==> config.mk <==
export PLATFORM = sky130hd
export DESIGN_NAME = stage_fifo
export DESIGN_NICKNAME = d
export VERILOG_FILES = /design/src/rtl/stage_fifo.sv
export SDC_FILE = /design/constraint.sdc
export NUM_CORES = 1
export LEC_CHECK = 0
export BUFFER_PORTS_ARGS = -buffer_cell sky130_fd_sc_hd__buf_2
export CELL_PAD_IN_SITES_DETAIL_PLACEMENT = 0
export CELL_PAD_IN_SITES_GLOBAL_PLACEMENT = 1
export CORE_ASPECT_RATIO = 1.4
export CORE_MARGIN = 4
export CORE_UTILIZATION = 45
export DETAILED_ROUTE_END_ITERATION = 10
export GPL_ROUTABILITY_DRIVEN = 0
export PLACE_DENSITY = 0.92
export SYNTH_ARGS = -nofsm -noshare
export SYNTH_HDL_FRONTEND = slang
export SYNTH_SLANG_ARGS = --single-unit
==> constraint.sdc <==
create_clock -name clk -period 7 [get_ports clk]
set_input_delay 0.35 -clock clk [delete_from_list [all_inputs] [get_ports clk]]
set_output_delay 0.35 -clock clk [all_outputs]
set_load 0.005 [all_outputs]
==> src/rtl/stage_fifo.sv <==
// stage_fifo: parametrised inter-stage FIFO with flags, occupancy count, flush and sticky overflow
// Ports: clk, reset (sync, active-high); FLUSH_S discards all entries;
//   PUSH_S/DIN_S producer write, FULL_S/ALMOST_FULL_S back-pressure;
//   POP_S consumer read, EMPTY_S/DOUT_R head entry (0 while empty);
//   COUNT_S occupancy 0..DEPTH; OVERFLOW_S sticky dropped-push flag.
module stage_fifo #(
    parameter int WIDTH       = 32,
    parameter int DEPTH       = 2,
    parameter int AFULL_LEVEL = DEPTH - 1,
    localparam int CW         = $clog2(DEPTH + 1)
) (
    input  logic             clk,
    input  logic             reset,
    input  logic             FLUSH_S,
    input  logic             PUSH_S,
    input  logic [WIDTH-1:0] DIN_S,
    output logic             FULL_S,
    output logic             ALMOST_FULL_S,
    input  logic             POP_S,
    output logic             EMPTY_S,
    output logic [WIDTH-1:0] DOUT_R,
    output logic [CW-1:0]    COUNT_S,
    output logic             OVERFLOW_S
);
    localparam int PW = (DEPTH > 1) ? $clog2(DEPTH) : 1;

    logic [WIDTH-1:0] r_mem [DEPTH];
    logic [PW-1:0]    r_wp;
    logic [PW-1:0]    r_rp;
    logic [CW-1:0]    r_count;
    logic             r_overflow;
    logic             w_push_ok;
    logic             w_pop_ok;
    logic             w_wr;
    logic [PW-1:0]    w_wp_nxt;
    logic [PW-1:0]    w_rp_nxt;

    assign EMPTY_S       = (r_count == '0);
    assign FULL_S        = (r_count == CW'(DEPTH));
    assign ALMOST_FULL_S = (r_count >= CW'(AFULL_LEVEL));
    assign COUNT_S       = r_count;
    assign DOUT_R        = EMPTY_S ? '0 : r_mem[r_rp];
    assign OVERFLOW_S    = r_overflow;

    // a full FIFO still accepts a push when the head leaves in the same cycle
    assign w_pop_ok  = POP_S & ~EMPTY_S;
    assign w_push_ok = PUSH_S & (~FULL_S | w_pop_ok);
    assign w_wr      = w_push_ok & ~FLUSH_S & ~reset;
    assign w_wp_nxt  = (r_wp == PW'(DEPTH - 1)) ? '0 : r_wp + PW'(1);
    assign w_rp_nxt  = (r_rp == PW'(DEPTH - 1)) ? '0 : r_rp + PW'(1);

    always_ff @(posedge clk) begin
        if (w_wr)
            r_mem[r_wp] <= DIN_S;
    end

    always_ff @(posedge clk) begin
        if (reset) begin
            r_wp       <= '0;
            r_rp       <= '0;
            r_count    <= '0;
            r_overflow <= 1'b0;
        end else if (FLUSH_S) begin
            r_wp    <= '0;
            r_rp    <= '0;
            r_count <= '0;
        end else begin
            if (w_push_ok)
                r_wp <= w_wp_nxt;
            if (w_pop_ok)
                r_rp <= w_rp_nxt;
            r_count <= r_count + CW'(w_push_ok) - CW'(w_pop_ok);
            if (PUSH_S & ~w_push_ok)
                r_overflow <= 1'b1;
        end
    end
endmodule
==> reports/results.txt, run 1 <==
Synth top cells by count = 64 x edfxtp_1, 35 x nor2_1, 33 x mux2i_1
Crit-path slowest cell = dfxtp_2
Post-Syn Instances = 166
CTS Root Cell = clkbuf_8
xor and xnor fraction of the mapped netlist area = 0.9772%
Synth Area per Inst = 16.20 sq um
# resized after CTS = 0
beginning of the worst hold path = DIN_S[30]
multiplexer share of the synthesized area = 12.28%
Synth top area share = 71.48%
fraction of layout cells with a size suffix above 1 = 36.69%
clock tree from TritonCTS = yes
clock-pin transition on the worst setup and hold timing paths = 0.07 ns
Initial DRT Pass Iterations = 4
Die H = 99.46 um
Port Buf Inserts = 74
final hold viol count = 0
min Tclk post-route = 2.160 ns
gr usage total = 13.34%
RR Endpoint = COUNT_S[1]$_SDFF_PP0_
Rel. slew slack = 34.94%
PwrDens = 244.7 nW/um^2
Async S/R FF share, synth = 0%
hold depth = 1
period utilization = 30.86%
f_max = 0.4630 GHz
I/O pins = 75
Cell variety after synth = 19
max cap viols = 0
top post-synthesis cells by area = edfxtp_1 71%, mux2i_1 12%, nor2_1 4.9%
Crit Path Category = flip-flop to output port
Final Core Density = 56.76%
Initial DRC Count = 52
Post-synth EDFFs = 64
syn_nets = 205
Synth Warn # = 0
FF-to-FF path depth = 8
Skew-Pair Late Insertion Delay = 0.32 ns
post-synthesis compound-gate area fraction = 0.5584%
Critical Path Max Stage Delay = 0.96 ns
routed vias = 1546
cell taking the most area after synthesis = edfxtp_1
synth-to-layout area growth = 22.89%
clk buf depth = 2
Max rail drop VDD = 0.0002029 V
CP Launch Type = flip-flop
RSZ-0062 raised after global routing = false
main combinational cell family by area after synthesis = multiplexers
# rows = 33
Detail Route Antenna Nets = 0
critical-path maximum fanout = 32
WHS Endpoint = r_mem[0][30]$_DFFE_PP_
DRC Markers = 0
CP required = 6.65 ns
Synth Register Bits = 70
register area share after synthesis = 75.94%
status = finished clean
hold_buf cts = 0
H-tree depth = 3
final count of pins violating max slew = 0
Final #Nets = 285
Synth Flop Type = edfxtp_1
Post-CTS Setup Bufs = 0
initial antenna violation count = 0
clock sink count = 70
Final setup viols = 0
Synth Area in Adders = 0.9307%
Setup TNS = 0 ns
clk_skew = 0.006173 ns
Worst setup EP type = output port
Initial Util = 46.19%
vias in the first global route = 1597
hold crit path type = input pin to flip-flop
fill count = 489
startpoint of the worst register-to-register path = COUNT_S[1]$_SDFF_PP0_
top-count cell post-synth = edfxtp_1
CP arrival = 1.81 ns
crit-path cells = mux2i_1 > nor2_1 > buf_2
mapped cell area = 2689 sq um
Post-DP HPWL = 3.158 mm
largest net degree at the start of global routing = 35
actual slew at the worst max-slew pin = 0.9760 ns
FF-to-FF setup slack = 5.00 ns
die width = 73.33 um
vias per cell = 4.862
Inserted Clock Buffers = 9
DR WL/cell = 14.67 um
total grt overflow = 0
Core Footprint = 5822 sq um
Die ar. = 7293 sq um
Synth Area in Simple Gates = 7.585%
Leak = 1.278 nW
global-route wire length before repair = 7.141 mm
Ant. Diodes = 0
total chip power = 0.0008085 W
final WL = 4.666 mm
## registers in the layout, indices dropped and copies added, names as in the netlist, named ones only
register    count
r_wp            1
COUNT_S         2
r_mem          64
r_rp            1
OVERFLOW_S      1
## cell usage in the layout, fill, tap and decap left out, types with 2 or more instances in the layout
| cell | synthesis | layout |
|---|---|---|
| and2_1 | 2 | 2 |
| buf_2 | 7 | 74 |
| buf_4 | 0 | 2 |
| clkbuf_8 | 0 | 9 |
| dfxtp_1 | 6 | 5 |
| edfxtp_1 | 64 | 64 |
| ha_1 | 2 | 2 |
| inv_1 | 3 | 3 |
| mux2i_1 | 33 | 33 |
| nand2_1 | 2 | 2 |
| nor2_1 | 35 | 33 |
| nor3_1 | 2 | 2 |
| xnor2_1 | 2 | 2 |
## layout make-up
type | count | area [sq um] | area share (%)
Clock inverter | 3 | 38.79 | 1.174
Clock buffer | 10 | 127.6 | 3.862
Multi-Input combinational cell | 86 | 610.6 | 18.48
Inverter | 3 | 11.26 | 0.3408
Sequential cell | 70 | 2043 | 61.83
Tap cell | 70 | 87.58 | 2.651
Timing Repair Buffer | 76 | 385.4 | 11.66
## how the worst max path moves through the flow
| stage | slack [ns] | end | cells past startpoint | start |
|---|---|---|---|---|
| floorplan | 4.50 | r_mem[0][0]$_DFFE_PP_ | 2 | FLUSH_S |
| global placement | 5.03 | r_mem[0][4]$_DFFE_PP_ | 3 | FLUSH_S |
| detailed placement | 4.99 | r_mem[0][23]$_DFFE_PP_ | 3 | FLUSH_S |
| CTS | 4.77 | DOUT_R[29] | 3 | flip-flop |
| global route | 4.70 | DOUT_R[8] | 3 | flip-flop |
| finish | 4.84 | DOUT_R[29] | 3 | flip-flop |
## worst max-delay path, delay by kind of cell (launching register included)
family                 cells  cell delay [ns]
buffers and inverters      1             0.13
DFF                        1             0.96
and+or+nand+nor            1             0.05
muxes                      1             0.32
## through the flow
step	worst slack, ns	std cells	instance area, sq um	hold slack [ns]
3_3_place_gp	5.027	305	3138	0.4529
5_1_grt	4.702	318	3304	0.1885
3_5_place_dp	4.986	305	3138	0.4644
4_1_cts	4.773	318	3304	0.1918
6_report	4.840	318	3304	0.2113
2_1_floorplan	4.503	166	2689	0.4268
## routing by layer
metal  global-route usage [%]  share of wire, %  vias up
li1                         -                 -      758
met1                    12.95                36      741
met2                    24.67                57       41
met3                    4.247               5.6        6
met4                    6.276               1.2        0
met5                        0                 0        -
## where the power goes
part           switching (W)  internal (W)
sequential        0.00000507      0.000466
combinational      0.0000294     0.0000260
clock               0.000126      0.000157
total               0.000160      0.000648
## logic make-up after synthesis
group,count (synthesis)
fa+ha+maj,2
mux,33
flops,70
buf+inv,10
simple gates,46
xor+xnor,3
compound gates,2
(Power assumes the default switching activity.)
==> inputs of run 2 (changes only) <==
Settings changed: CORE_UTILIZATION 45 to 42, PLACE_DENSITY 0.92 to 0.87.
Clock period 7 ns to 2.2 ns, I/O delays scaled along.
==> reports/results.txt, run 2 (synthesis gave the netlist of run 1 again) <==
Max rail drop VDD = 0.0005221 V
fill count = 491
Detail Route Antenna Nets = 0
total grt overflow = 0
gr usage total = 14.23%
Reg with most FFs = r_mem
clock-pin transition on the worst setup and hold timing paths = 0.07 ns
critical-path maximum fanout = 6
global-route wire length before repair = 7.921 mm
clk_skew = 0.009586 ns
Crit Path Category = flip-flop to flip-flop
die width = 75.62 um
Final setup viols = 0
clk buf depth = 2
DRC Markers = 0
Die ar. = 7764 sq um
Initial DRT Pass Iterations = 4
Skew-Pair Late Insertion Delay = 0.32 ns
Ant. Diodes = 0
vias per cell = 4.708
RR Endpoint = COUNT_S[1]$_SDFF_PP0_
Leak = 1.436 nW
final hold viol count = 0
H-tree depth = 3
CP Launch Type = flip-flop
CTS Root Cell = clkbuf_8
Largest register FFs = 64
Initial DRC Count = 40
Core Footprint = 6211 sq um
Die H = 102.7 um
commonest non-fill, non-tap cells in the layout = 74 x buf_2, 64 x edfxtp_1, 35 x dlygate4sd3_1
FF-to-FF path depth = 8
Initial Util = 43.29%
period utilization = 90.55%
clock tree from TritonCTS = yes
DR WL/cell = 13.57 um
min Tclk post-route = 1.992 ns
# rows = 34
Setup TNS = 0 ns
Port Buf Inserts = 74
clock sink count = 70
actual slew at the worst max-slew pin = 0.8956 ns
f_max = 0.5020 GHz
CP arrival = 2.22 ns
Final #Nets = 321
status = finished clean
startpoint of the worst register-to-register path = COUNT_S[1]$_SDFF_PP0_
Rel. slew slack = 40.15%
final WL = 4.872 mm
max cap viols = 0
Post-DP HPWL = 3.096 mm
PwrDens = 716.7 nW/um^2
vias in the first global route = 1740
Inserted Clock Buffers = 9
Setup WS post-layout = 0.2079 ns
synth-to-layout area growth = 37.27%
CP required = 2.42 ns
Worst setup EP type = flip-flop
hold crit path type = input pin to flip-flop
I/O pins = 75
FF-to-FF setup slack = 0.21 ns
Final Core Density = 59.43%
fraction of layout cells with a size suffix above 1 = 32.06%
RSZ-0062 raised after global routing = false
most common cell after layout, fill and taps aside = buf_2
crit path from = COUNT_S[1]$_SDFF_PP0_
# resized after CTS = 0
final count of pins violating max slew = 0
Setup crit end = COUNT_S[1]$_SDFF_PP0_
largest net degree at the start of global routing = 35
total chip power = 0.002646 W
routed vias = 1690
initial antenna violation count = 0
Place WS = 0.2086 ns
-- run 2: changes by cell type in the layout (fill, tap and decap cells not counted), sizes merged --
cell	previous run	this run
buf	76	77
clkinv	2	4
clkinvlp	0	1
dlygate4sd3	0	35
-- run 2: critical path, stage by stage, from the launching register on --
cell and delay [ns]:
dfxtp_1 0.43, or3b_1 0.43, nand2_1 0.19, ha_1 0.26, inv_1 0.05, ha_1 0.15, xnor2_1 0.14, xnor2_1 0.09
and2_1 0.15
-- run 2: final cells by class --
type	instances	area (sq um)	area share, %
sequential	70	2043	55.36
clock inverter	6	52.55	1.424
inverter	3	11.26	0.3051
multi-input combinational	86	610.6	16.54
clock buffer	10	127.6	3.458
tap	72	90.09	2.441
timing repair buffer	112	755.7	20.47
-- run 2: repair_timing --
item,in CTS,in global routing
endpoints found under the hold margin,66,0
hold buffers,35,0
endpoints found under the setup margin,0,0
setup buffers,0,0
-- run 2: per-layer routing --
layer | global-route usage (%) | wire, um | part of all wire, %
met4 | 7.537 | 54 | 1.1
met2 | 24.82 | 2747 | 56
met5 | 0 | 0 | 0
met1 | 14.88 | 1784 | 37
met3 | 4.585 | 285 | 5.8
-- run 2: worst min-delay path by stage --
stage                   start                 endpoint  depth (start not counted)
floorplan               reset                flip-flop                          1
global placement    DIN_S[14]   r_mem[1][14]$_DFFE_PP_                          1
detailed placement   DIN_S[6]    r_mem[1][6]$_DFFE_PP_                          1
CTS                    PUSH_S  OVERFLOW_S$_SDFFE_PP0P_                          3
global route           PUSH_S  OVERFLOW_S$_SDFFE_PP0P_                          3
finish                 PUSH_S  OVERFLOW_S$_SDFFE_PP0P_                          3
-- run 2: where the power goes --
part           total (W)  switching [W]  internal [W]
Clock           0.000922       0.000414      0.000508
Sequential       0.00149      0.0000121       0.00148
Combinational   0.000230       0.000106      0.000124
Total            0.00265       0.000532       0.00211
-- run 2: metrics by stage --
step | hold WS [ns] | cell area [sq um] | instances
global placement | 0.2976 | 3161 | 308
finish | 0.1830 | 3691 | 359
detailed placement | 0.3011 | 3161 | 308
floorplan | 0.1868 | 2691 | 166
CTS | 0.1622 | 3691 | 359
global route | 0.1972 | 3691 | 359
==> inputs of run 3 (changes only) <==
Settings changed: ABC_AREA from default to 1, CORE_UTILIZATION 42 to 40, PLACE_DENSITY 0.87 to 0.86.
Clock period 2.2 ns to 1.9 ns, I/O delays scaled along.
==> reports/results.txt, run 3 <==
Async S/R FF share, synth = 0%
main combinational cell family by area after synthesis = simple AND/OR/NAND/NOR gates
clk_skew = 0.009383 ns
period utilization = 89.42%
die width = 77.39 um
Synth top area share = 71.28%
min Tclk post-route = 1.699 ns
CTS Root Cell = clkbuf_8
critical-path maximum fanout = 32
most common cell after layout, fill and taps aside = buf_2
Synth Warn # = 0
fin area = 3711 sq um
Cell variety after synth = 15
mapped cell area = 2696 sq um
Sw Pwr = 0.0006576 W
Net Sw Frac = 20.32%
register area share after synthesis = 75.73%
Skew-Pair Late Insertion Delay = 0.34 ns
Initial DRT Pass Iterations = 4
Ant. Diodes = 0
synth-to-layout area growth = 37.63%
Setup TNS = 0 ns
Clk pwr share = 38.1%
clock tree from TritonCTS = yes
Final Core Density = 56.50%
Largest register FFs = 64
fraction of layout cells with a size suffix above 1 = 30.65%
syn_nets = 257
internal power = 0.002578 W
# resized after CTS = 0
# rows = 35
status = finished clean
Initial Util = 41.05%
Synth Area per Inst = 12.37 sq um
Detail Route Antenna Nets = 0
Max rail drop VDD = 0.0004913 V
Place WS = 0.3337 ns
crit-path cells = inv_2 > nand2_1 > a21oi_1 > buf_2
Port Buf Inserts = 74
Reg with most FFs = r_mem
post-synthesis compound-gate area fraction = 6.497%
Inserted Clock Buffers = 9
top post-synthesis cells by area = edfxtp_1 71%, nand2_1 10%, a21oi_1 6.3%
Post-synth EDFFs = 64
placed inst area = 3169 sq um
commonest non-fill, non-tap cells in the layout = 74 x buf_2, 71 x nand2_1, 64 x edfxtp_1
Post-DP HPWL = 3.394 mm
f_max = 0.5886 GHz
Die ar. = 8137 sq um
PwrDens = 871.8 nW/um^2
Post-CTS Setup Bufs = 0
CP required = 1.80 ns
H-tree depth = 3
max cap viols = 0
clk buf depth = 2
Core Footprint = 6569 sq um
global-route wire length before repair = 8.707 mm
final count of pins violating max slew = 0
xor and xnor fraction of the mapped netlist area = 0%
Setup WS post-layout = 0.2009 ns
Critical Path Max Stage Delay = 0.43 ns
clock-pin transition on the worst setup and hold timing paths = 0.06 ns
Final #Nets = 371
gr usage total = 14.17%
Crit Path Category = flip-flop to output port
cell taking the most area after synthesis = edfxtp_1
Die H = 105.1 um
Logic pwr share = 8.6%
Crit-path slowest cell = inv_2
final hold viol count = 0
total grt overflow = 0
multiplexer share of the synthesized area = 0%
hold crit path type = input pin to flip-flop
initial antenna violation count = 0
Initial DRC Count = 124
Final setup viols = 0
Worst setup EP type = output port
Largest delay share family, worst path = buffers and inverters
top-count cell post-synth = nand2_1
CP Launch Type = flip-flop
WP buf/inv = 2
RSZ-0062 raised after global routing = false
Post-Syn Instances = 218
Leak = 1.536 nW
Synth Register Bits = 70
I/O pins = 75
largest net degree at the start of global routing = 35
vias in the first global route = 1942
actual slew at the worst max-slew pin = 0.5825 ns
DR WL/cell = 13.05 um
Rel. slew slack = 61.11%
Seq pwr share = 53.3%
Synth Area in Adders = 0.9281%
Synth Flop Type = edfxtp_1
CP arrival = 1.60 ns
hold_ws = 0.05211 ns
Synth Area in Simple Gates = 12.90%
vias per cell = 4.685
final WL = 5.349 mm
routed vias = 1921
DRC Markers = 0
Synth top cells by count = 72 x nand2_1, 64 x edfxtp_1, 34 x a21oi_1
clock sink count = 70
## run 3: changes by cell type after synthesis, sizes merged, moves of 10 or more
cell and change:
a21oi +34, nor2 -23, mux2i -33, inv +10
nand2 +70
## run 3: cells by family after synthesis
family | after synthesis
buffers and inverters | 23
adder cells (fa/ha/maj) | 2
flip-flops | 70
AND/OR/NAND/NOR | 88
AO/OA/AOI/OAI | 35
## run 3: timing repair
| action | in CTS | in global routing |
|---|---|---|
| hold endpoints to repair | 65 | 0 |
| hold buffers | 33 | 0 |
| endpoints found under the setup margin | 0 | 0 |
## run 3: layout make-up
type	instances	area [sq um]
clock inverters	6	87.58
fillers	532	2858
inverters	13	48.80
repair buffers	113	745.7
clock buffers	9	123.9
well taps	74	92.59
flip-flops and latches	70	2043
multi-input cells	125	569.3
## run 3: stage by stage
stage          std cells  power, W
2_1_floorplan        218  0.001868
3_3_place_gp         362  0.001981
3_5_place_dp         362  0.001987
4_1_cts              410  0.003285
5_1_grt              410  0.003394
6_report             410  0.003235
## run 3: power groups by stage
stage          clock [W]  combinational [W]  sequential, W
2_1_floorplan          0           0.000110        0.00176
3_3_place_gp           0           0.000224        0.00176
3_5_place_dp           0           0.000229        0.00176
4_1_cts          0.00128           0.000281        0.00172
5_1_grt          0.00136           0.000310        0.00173
6_report         0.00123           0.000277        0.00173
## run 3: final timing paths
check / start / cells after the start / slack, ns / endpoint
worst max-delay path: flip-flop / 4 / 0.20 / DOUT_R[13]
worst min register to register: OVERFLOW_S$_SDFFE_PP0P_ / 2 / 0.45 / OVERFLOW_S$_SDFFE_PP0P_
worst min-delay path: FLUSH_S / 4 / 0.05 / OVERFLOW_S$_SDFFE_PP0P_
worst max register to register: COUNT_S[0]$_SDFF_PP0_ / 10 / 0.33 / COUNT_S[1]$_SDFF_PP0_
## run 3: routing by layer
metal | part of all wire [%] | global-route usage [%] | vias up | wire length [um]
met5 | 0 | 0 | - | 0
met4 | 2.6 | 7.379 | 0 | 139
met3 | 5.0 | 4.741 | 13 | 270
met2 | 56 | 25.53 | 51 | 3015
met1 | 36 | 14.17 | 889 | 1924
li1 | - | - | 968 | -
## run 3: worst register-to-register path, cell delays in order (launching register included)
cell	delay, ns
dfxtp_2	0.39
inv_1	0.05
nand3_1	0.07
nand2_2	0.12
ha_1	0.30
inv_1	0.03
ha_1	0.18
inv_1	0.05
nand2_1	0.05
a21oi_1	0.14
nor2_1	0.05
